File: config.mk
export PLATFORM = sky130hd
export DESIGN_NAME = spi_resp_regs
export DESIGN_NICKNAME = d
export VERILOG_FILES = /design/src/rtl/spi_resp_regs.sv
export SDC_FILE = /design/constraint.sdc
export NUM_CORES = 1
export LEC_CHECK = 0
export BUFFER_PORTS_ARGS = -buffer_cell sky130_fd_sc_hd__buf_2
export CELL_PAD_IN_SITES_DETAIL_PLACEMENT = 2
export CELL_PAD_IN_SITES_GLOBAL_PLACEMENT = 2
export CORE_MARGIN = 8
export CORE_UTILIZATION = 37
export CTS_CLUSTER_SIZE = 25
export DETAILED_ROUTE_END_ITERATION = 8
export PLACE_DENSITY_LB_ADDON = 0.1
export SLEW_MARGIN = 20
export SYNTH_ARGS = -nofsm -noshare
export SYNTH_HDL_FRONTEND = slang
export SYNTH_SLANG_ARGS = --single-unit
export TNS_END_PERCENT = 100
File: constraint.sdc
create_clock -name clk125 -period 2.5 [get_ports clk125]
set_input_delay 0.375 -clock clk125 [delete_from_list [all_inputs] [get_ports clk125]]
set_output_delay 0.375 -clock clk125 [all_outputs]
set_load 0.05 [all_outputs]
File: src/rtl/spi_resp_regs.sv
// rtl/spi_resp_regs.sv - SPI mode-0 responder turning 16-bit frames into register read/write strobes
//
// Frame (MSB first): bit15 = R/W (1 = read), bits14:8 = address, bits7:0 = write data / don't-care.
// Optional feature macro: SPI_RESP_ABORT_CNT_EN (saturating count of aborted frames on abort_cnt).
//
// Ports:
//   clk125      in   system clock, only clock of the block
//   rst         in   asynchronous active-low reset
//   spi_csn     in   chip select, active-low, asynchronous to clk125
//   spi_sck     in   SPI clock (CPOL=0, CPHA=0), asynchronous to clk125
//   spi_sdi     in   master-to-responder data
//   spi_sdo     out  responder-to-master data
//   spi_sdo_oe  out  SDO drive enable, high while selected
//   wr_en       out  one-cycle write strobe, with wr_addr / wr_data
//   rd_req      out  one-cycle read strobe, with rd_addr
//   rd_data     in   combinational read data, sampled while rd_req is high
//   abort_cnt   out  aborted-frame count (0 when the feature is not built)
module spi_resp_regs #(
    parameter int ADDR_W = 7,
    parameter int DATA_W = 8
) (
    input  logic              clk125,
    input  logic              rst,
    input  logic              spi_csn,
    input  logic              spi_sck,
    input  logic              spi_sdi,
    output logic              spi_sdo,
    output logic              spi_sdo_oe,
    output logic              wr_en,
    output logic [ADDR_W-1:0] wr_addr,
    output logic [DATA_W-1:0] wr_data,
    output logic              rd_req,
    output logic [ADDR_W-1:0] rd_addr,
    input  logic [DATA_W-1:0] rd_data,
    output logic [7:0]        abort_cnt
);

    localparam int             CMD_BITS   = 1 + ADDR_W;
    localparam int             FW         = CMD_BITS + DATA_W;
    localparam logic [4:0]     CMD_LAST   = 5'(CMD_BITS - 1);
    localparam logic [4:0]     FRAME_LAST = 5'(FW - 1);

    typedef enum logic [1:0] {
        IDLE = 2'd0,
        CMD  = 2'd1,
        DATA = 2'd2,
        DONE = 2'd3
    } state_t;

    state_t state_q, state_d;

    logic csn_s1, csn_s2, csn_d;
    logic sck_s1, sck_s2, sck_d;
    logic sdi_s1, sdi_s2;
    logic [1:0] vld;
    logic armed;

    logic csn_fall, csn_rise, sck_rise, sck_fall;
    logic rd_fire, wr_fire;

    logic [4:0]        bit_cnt;
    logic [FW-2:0]     rx;
    logic [FW-1:0]     frame_now;
    logic [DATA_W-1:0] tx;
    logic              tx_act;

    // Input synchronizers. The synchronizers come out of reset showing CSN high,
    // which is not a real observation; vld/armed make sure a CSN fall is only
    // accepted after CSN has genuinely been seen high, so a reset released
    // mid-frame does not start a bogus frame.
    always_ff @(posedge clk125 or negedge rst) begin
        if (!rst) begin
            csn_s1 <= 1'b1;
            csn_s2 <= 1'b1;
            csn_d  <= 1'b1;
            sck_s1 <= 1'b0;
            sck_s2 <= 1'b0;
            sck_d  <= 1'b0;
            sdi_s1 <= 1'b0;
            sdi_s2 <= 1'b0;
            vld    <= 2'b00;
            armed  <= 1'b0;
        end else begin
            csn_s1 <= spi_csn;
            csn_s2 <= csn_s1;
            csn_d  <= csn_s2;
            sck_s1 <= spi_sck;
            sck_s2 <= sck_s1;
            sck_d  <= sck_s2;
            sdi_s1 <= spi_sdi;
            sdi_s2 <= sdi_s1;
            vld    <= {vld[0], 1'b1};
            armed  <= armed | (vld[1] & csn_s2);
        end
    end

    assign csn_fall   = armed & csn_d & ~csn_s2;
    assign csn_rise   = csn_s2 & ~csn_d;
    assign sck_rise   = sck_s2 & ~sck_d;
    assign sck_fall   = ~sck_s2 & sck_d;
    assign spi_sdo_oe = ~csn_s2;

    // Frame as it stands including the bit arriving on this SCK rise.
    assign frame_now  = {rx, sdi_s2};

    always_ff @(posedge clk125 or negedge rst) begin
        if (!rst) begin
            state_q <= IDLE;
        end else begin
            state_q <= state_d;
        end
    end

    always_comb begin
        state_d = state_q;
        rd_fire = 1'b0;
        wr_fire = 1'b0;
        if (csn_rise) begin
            state_d = IDLE;
        end else begin
            case (state_q)
                IDLE: begin
                    if (csn_fall) begin
                        state_d = CMD;
                    end
                end
                CMD: begin
                    if (sck_rise && bit_cnt == CMD_LAST) begin
                        state_d = DATA;
                        rd_fire = frame_now[CMD_BITS-1];
                    end
                end
                DATA: begin
                    if (sck_rise && bit_cnt == FRAME_LAST) begin
                        state_d = DONE;
                        wr_fire = ~frame_now[FW-1];
                    end
                end
                DONE: begin
                    state_d = DONE;
                end
                default: begin
                    state_d = IDLE;
                end
            endcase
        end
    end

    // Receive shift register and bit counter.
    always_ff @(posedge clk125 or negedge rst) begin
        if (!rst) begin
            bit_cnt <= 5'd0;
            rx      <= '0;
        end else if (csn_fall) begin
            bit_cnt <= 5'd0;
            rx      <= '0;
        end else if (sck_rise && (state_q == CMD || state_q == DATA)) begin
            bit_cnt <= bit_cnt + 5'd1;
            rx      <= frame_now[FW-2:0];
        end
    end

    // Register-side strobes, one cycle after the deciding SCK rise.
    always_ff @(posedge clk125 or negedge rst) begin
        if (!rst) begin
            rd_req  <= 1'b0;
            rd_addr <= '0;
            wr_en   <= 1'b0;
            wr_addr <= '0;
            wr_data <= '0;
        end else begin
            rd_req <= rd_fire;
            wr_en  <= wr_fire;
            if (rd_fire) begin
                rd_addr <= frame_now[ADDR_W-1:0];
            end
            if (wr_fire) begin
                wr_addr <= frame_now[FW-2 -: ADDR_W];
                wr_data <= frame_now[DATA_W-1:0];
            end
        end
    end

    // Transmit path: read data captured in the rd_req cycle, shifted out on
    // SCK falls while in DATA. The fall after the last rise lands in DONE and
    // is ignored, so exactly DATA_W bits are presented.
    always_ff @(posedge clk125 or negedge rst) begin
        if (!rst) begin
            tx      <= '0;
            tx_act  <= 1'b0;
            spi_sdo <= 1'b0;
        end else if (state_q == IDLE) begin
            tx      <= '0;
            tx_act  <= 1'b0;
            spi_sdo <= 1'b0;
        end else if (rd_req) begin
            tx     <= rd_data;
            tx_act <= 1'b1;
        end else if (state_q == DATA && sck_fall && tx_act) begin
            spi_sdo <= tx[DATA_W-1];
            tx      <= {tx[DATA_W-2:0], 1'b0};
        end
    end

`ifdef SPI_RESP_ABORT_CNT_EN
    logic abort;
    logic [7:0] abort_q;

    assign abort = csn_rise & (state_q == CMD || state_q == DATA);

    always_ff @(posedge clk125 or negedge rst) begin
        if (!rst) begin
            abort_q <= 8'd0;
        end else if (abort && abort_q != 8'hFF) begin
            abort_q <= abort_q + 8'd1;
        end
    end

    assign abort_cnt = abort_q;
`else
    assign abort_cnt = 8'd0;
`endif

endmodule

; ---- Yosys cells after proc, flatten, opt, wreduce, memory -nomap -nowiden
; Cells that the tools add are included.
[word_totals]
reg_bits = 67
latch_bits = 0
mem_bits_rw = 0
mem_bits_ro = 0
in_bits = 13
out_inout_bits = 34
word_cells = 79
n_memories = 0
[classes]
add_sub_neg = 1
n_mul = 0
div_mod_pow = 0
order_cmp = 0
eq_ne = 9
n_shift = 0
mux = 23
n_bitwise = 12
reduce_logical = 13
[op_table]
columns = op, count
row1 = $mux 15, 2
row2 = $mux 8, 3
row3 = $mux 1, 11
row4 = $mux 5, 2
row5 = $ne 3x3->1 const B, 3
row6 = $mux 2, 4
row7 = $pmux 2 s4, 1
row8 = $and 1x1->1, 6
row9 = $reduce_bool 2->1, 3
row10 = $add 5x1->5 const B, 1
row11 = $eq 5x3->1 const B, 1
row12 = $eq 5x4->1 const B, 1
row13 = $logic_and 1x1->1, 5
row14 = $not 1->1, 5
row15 = $eq 2x2->1 const B, 2
row16 = $reduce_and 3->1, 1
row17 = $reduce_bool 3->1, 1
row18 = $eq 2x1->1 const B, 1
row19 = $logic_not 2->1, 1
row20 = $ne 2x1->1 const B, 1
row21 = $reduce_and 2->1, 1
row22 = $logic_or 1x1->1, 1
row23 = $or 1x1->1, 1

; ---- Depth between registers and ports, before layout
[depth]
ltp_word = 7
ltp_mapped = 8
ltp_nobuf = 6

; ---- Least setup slack after synthesis
; OpenSTA, ideal clock, no wires.
[synth_path]
path_type = reg-to-reg
start = register bit_cnt[0]
end = register wr_addr[0]
setup_ns = 0.125
t_arrival_ns = 1.769
required_ns = 2.375
setup_slack_ns = 0.606
path_stages_with_launch = 9
n_path_buf = 2
synth_period_minus_slack_ns = 1.894
path_cell_list = dfrtp_1 -> ha_1 -> and3_1 -> ha_1 -> nand2_2 -> and4bb_1 -> buf_6 -> buf_12 -> mux2_4
[synth_via]
elab_chain_len = 5
[synth_lines]
columns = element, line
row1 = "start, declared", 61  ; logic [4:0] bit_cnt;
row2 = "start signal, assigned", 158  ; bit_cnt <= bit_cnt + 5'd1;
row3 = $eq 5x4->1, 134  ; if (sck_rise && bit_cnt == FRAME_LAST) begin
row4 = $logic_and 1x1->1, 134
row5 = $mux 1, 134
row6 = $mux 1, 121  ; case (state_q)
row7 = $mux 1, 118  ; if (csn_rise) begin
row8 = net wr_fire, 59  ; logic rd_fire, wr_fire;
row9 = "end signal, assigned", 178  ; wr_addr <= frame_now[FW-2 -: ADDR_W];
row10 = "end, declared", 30  ; output logic [ADDR_W-1:0] wr_addr,
; The timed path passes the listed nets, and every way through them passes these cells.
; A chain may end at the register's enable or synchronous reset.

; ---- Worst setup path in the final report
[layout_path]
start = register bit_cnt[0]
end = register wr_data[5]
[layout_via]
elab_chain_len = 5
[layout_lines]
columns = element, line
row1 = $eq 5x4->1, 134
row2 = $logic_and 1x1->1, 134
row3 = $mux 1, 134
row4 = $mux 1, 121
row5 = $mux 1, 118
row6 = "end signal, assigned", 179  ; wr_data <= frame_now[DATA_W-1:0];
row7 = "end, declared", 31  ; output logic [DATA_W-1:0] wr_data,
; Every way passes these cells.

==> summary.md <==
| Metric | Value |
|---|---|
| Outcome | `complete, no violations` |
| Crit path time final | `1960 ps` |
| Starting Density | `0.375` |
| Max-slew headroom | `0.593` |
| Mux cell area share after synthesis | `0.159` |
| Multi-input gate area | `1050 um^2` |
| Final net count | `296` |
| Syn avg cell area | `12.4 um^2` |
| Fraction of layout instances using a drive strength above 1 | `0.331` |
| Vias in the first global route | `2124` |
| Crit. Startpoint | `bit_cnt[0]` |
| Resized cells post-CTS | `0` |
| Post-route cell area | `3340 um^2` |
| Clock Skew | `12.9 ps` |
| Num ports | `47` |
| Vias per inst | `4.79` |
| Post-route DRC | `0` |
| Core Footprint | `7570 um^2` |
| Worst Hold Class | `primary input to register` |
| Crit path kind | `register to register` |
| Top cells by area, synth | `dfrtp_1, mux2_2, nand2_1, mux2_4, a21oi_1` |
| Cell mode on critical path | `ha_1` |
| Worst slew pin tran | `608 ps` |
| Synthesized area | `2840 um^2` |
| Setup TNS | `0 ps` |
| Worst R2R Setup Slack | `540 ps` |
| Largest family of logic cells by synthesized area | `multiplexers` |
| Clock Power Share | `0.388` |
| Die height | `104 um` |
| Largest net degree at the start of global routing | `33` |
| Power per cell area | `758 nW/um^2` |
| Ys Warns | `0` |
| Antenna diodes | `0` |
| DIE AREA | `10700 um^2` |
| Post-synthesis sequential area ratio | `0.592` |
| Antenna viol nets, final | `0` |
| Initial antenna violation count | `0` |
| Final Hold Viols | `0` |
| Register area | `1680 um^2` |
| Top cell type's share of synthesized area | `0.564` |
| GRT Total Usage | `0.121` |
| Int Power | `1.82 mW` |
| Clock Tree Buf Depth | `2` |
| Slowest-stage cell, CP | `dfrtp_1` |
| Simple-gate portion of the synthesized area | `0.117` |
| Data required, critical path | `2740 ps` |
| Clock Pin Slew Worst Setup and Hold Paths | `80 ps` |
| Routability congestion estimate | `0.685` |
| Compound-gate portion of the synthesized area | `0.0423` |
| #FFs+latches synth | `67` |
| CP Launch Type | `register` |
| Setup violations, final | `0` |
| Routed WL | `6110 um` |
| Switch Pwr | `710 uW` |
| VDD IR max | `0.000334 V` |
| Synth Area in Adders | `0.0309` |
| Logic pwr share | `0.143` |
| Crit path buffers/inverters | `1` |
| Pwr Total | `2.53 mW` |
| First-pass GRT wire length | `10400 um` |
| RSZ-0062 raised after global routing | `false` |
| Fin util | `0.442` |
| Number of distinct library cells after synthesis | `35` |
| # Post-CTS Setup Buffers | `0` |
| Area after DPL | `3120 um^2` |
| Max-cap viol count | `0` |
| Worst path max stage delay | `390 ps` |
| Fillers | `793` |
| Leakage power | `1.69 nW` |
| CP delay by family, top | `simple AND/OR/NAND/NOR gates` |
| Routed len/inst | `16.0 um` |
| HPWL Detailed | `4270 um` |
| Power share of the sequential group | `0.469` |
| Critical Path AT | `2190 ps` |
| Drt pass-1 iters | `4` |
| RR Startpoint | `bit_cnt[0]` |
| # rows | `32` |
| Hold Buf Count CTS | `1` |
| DR iter-0 viols | `35` |
| Worst path cell trace | `ha_1 > and3_1 > ha_1 > nand2_2 > and4bb_1 > buf_4 > mux2_1` |
| XOR/XNOR Fraction of Synth Area | `0.00926` |
| Num CTS Buffers | `9` |
| Final slew viol count | `0` |
| Die width | `104 um` |
| Sw Share | `0.280` |
| Area growth from synthesis to layout | `17.8%` |
| H-tree depth | `3` |
| Final hold slack | `120 ps` |
| DR vias | `1836` |
| Post-synth top area cell | `dfrtp_1` |
| Max Fclk | `511 MHz` |
| Final Cycle Share | `0.782` |
| Cells after synthesis | `229` |
| GRT Residual Overflow | `0` |
| Clk Latency, worst-skew pair | `350 ps` |
| Hold Startpoint | `spi_csn` |
| Root Driver | `clkbuf_8` |
| Crit-path max FO | `11` |
| Clock Sinks | `67` |
| IO buf count | `38` |
| Nature of the critical path endpoint | `register` |
| CTS tree | `built` |
-- per-stage QoR --
stage               cells  setup WS, ps
floorplan             236           606
global placement      366           614
detailed placement    366           510
CTS                   383           517
global route          383           438
finish                383           544
-- cells in the final DEF, fill, tap and decap left out, types with 2 or more instances in the layout --
cell / Yosys / final
dfrtp_1: 64 / 64
nand2_1: 38 / 38
buf_2: 1 / 38
a21oi_1: 18 / 18
mux2_2: 17 / 17
nor2_1: 15 / 15
mux2_4: 9 / 9
mux2i_1: 9 / 9
conb_1: 2 / 9
clkbuf_8: 0 / 9
ha_1: 7 / 7
buf_4: 8 / 7
inv_1: 4 / 4
nand2b_1: 3 / 3
mux2_1: 3 / 3
dfstp_2: 3 / 3
nand4_1: 2 / 2
and3b_1: 2 / 2
xor2_1: 2 / 2
clkinv_4: 0 / 2
bufinv_16: 0 / 2
-- synthesized netlist by cell type (all sizes together) --
cell,count
inv,4
mux2,29
nand4,2
nand2b,3
ha,7
mux2i,9
clkbuf,6
conb,2
a21oi,18
buf,11
nand2,39
dfstp,3
xor2,2
a221o,1
o21ai,1
xnor2,1
nand3b,1
and4bb,1
nand3,1
nor2b,2
nor2,16
and3,1
dfrtp,64
a21o,1
a211oi,1
and3b,2
nand4b,1
-- area by class of cell --
class                      instances  share of cell area
clock buffer                      10              0.0382
clock inverter                     6              0.0269
inverter                           4             0.00449
multi-input combinational        148               0.314
sequential                        67               0.503
tap                              102              0.0382
timing repair buffer              46              0.0756
-- cell families after synthesis --
logic type | Yosys count
simple gates | 69
flops | 67
mux | 38
compound gates | 22
buf+inv | 21
fa+ha+maj | 7
xor+xnor | 3
other cells | 2
-- path summary, 6_finish.rpt --
kind	endpoint	depth (start not counted)
worst max-delay path	wr_data[5]	7
worst min-delay path	csn_s1	1
worst max register to register	wr_data[5]	7
worst min register to register	sck_s2	0
max in group asynchronous	state_q[1]	3
min in group asynchronous	tx_act	2
-- registers in the layout, summed over array words and instances, names as in the netlist --
register,count
armed,1
bit_cnt,5
csn_d,1
csn_s1,1
csn_s2,1
rd_addr,7
rd_req,1
rx,15
sck_d,1
sck_s1,1
sck_s2,1
sdi_s1,1
sdi_s2,1
spi_sdo,1
state_q,2
tx,8
tx_act,1
vld,2
wr_addr,7
wr_data,8
wr_en,1
-- routing by layer --
layer / track usage / vias to the layer above / share of wire
li1: - / 841 / -
met1: 0.135 / 950 / 0.43
met2: 0.205 / 36 / 0.51
met3: 0.0415 / 9 / 0.044
met4: 0.0567 / 0 / 0.017
met5: 0 / - / 0
-- power by group through the flow --
stage / Combinational [mW] / Sequential (mW) / Clock, mW
after global routing: 0.416 / 1.20 / 1.07
final: 0.363 / 1.19 / 0.984
after CTS: 0.380 / 1.19 / 1.01
after floorplan: 0.269 / 1.19 / 0
after global placement: 0.364 / 1.20 / 0
after detailed placement: 0.377 / 1.21 / 0
(Power assumes the default switching activity.)
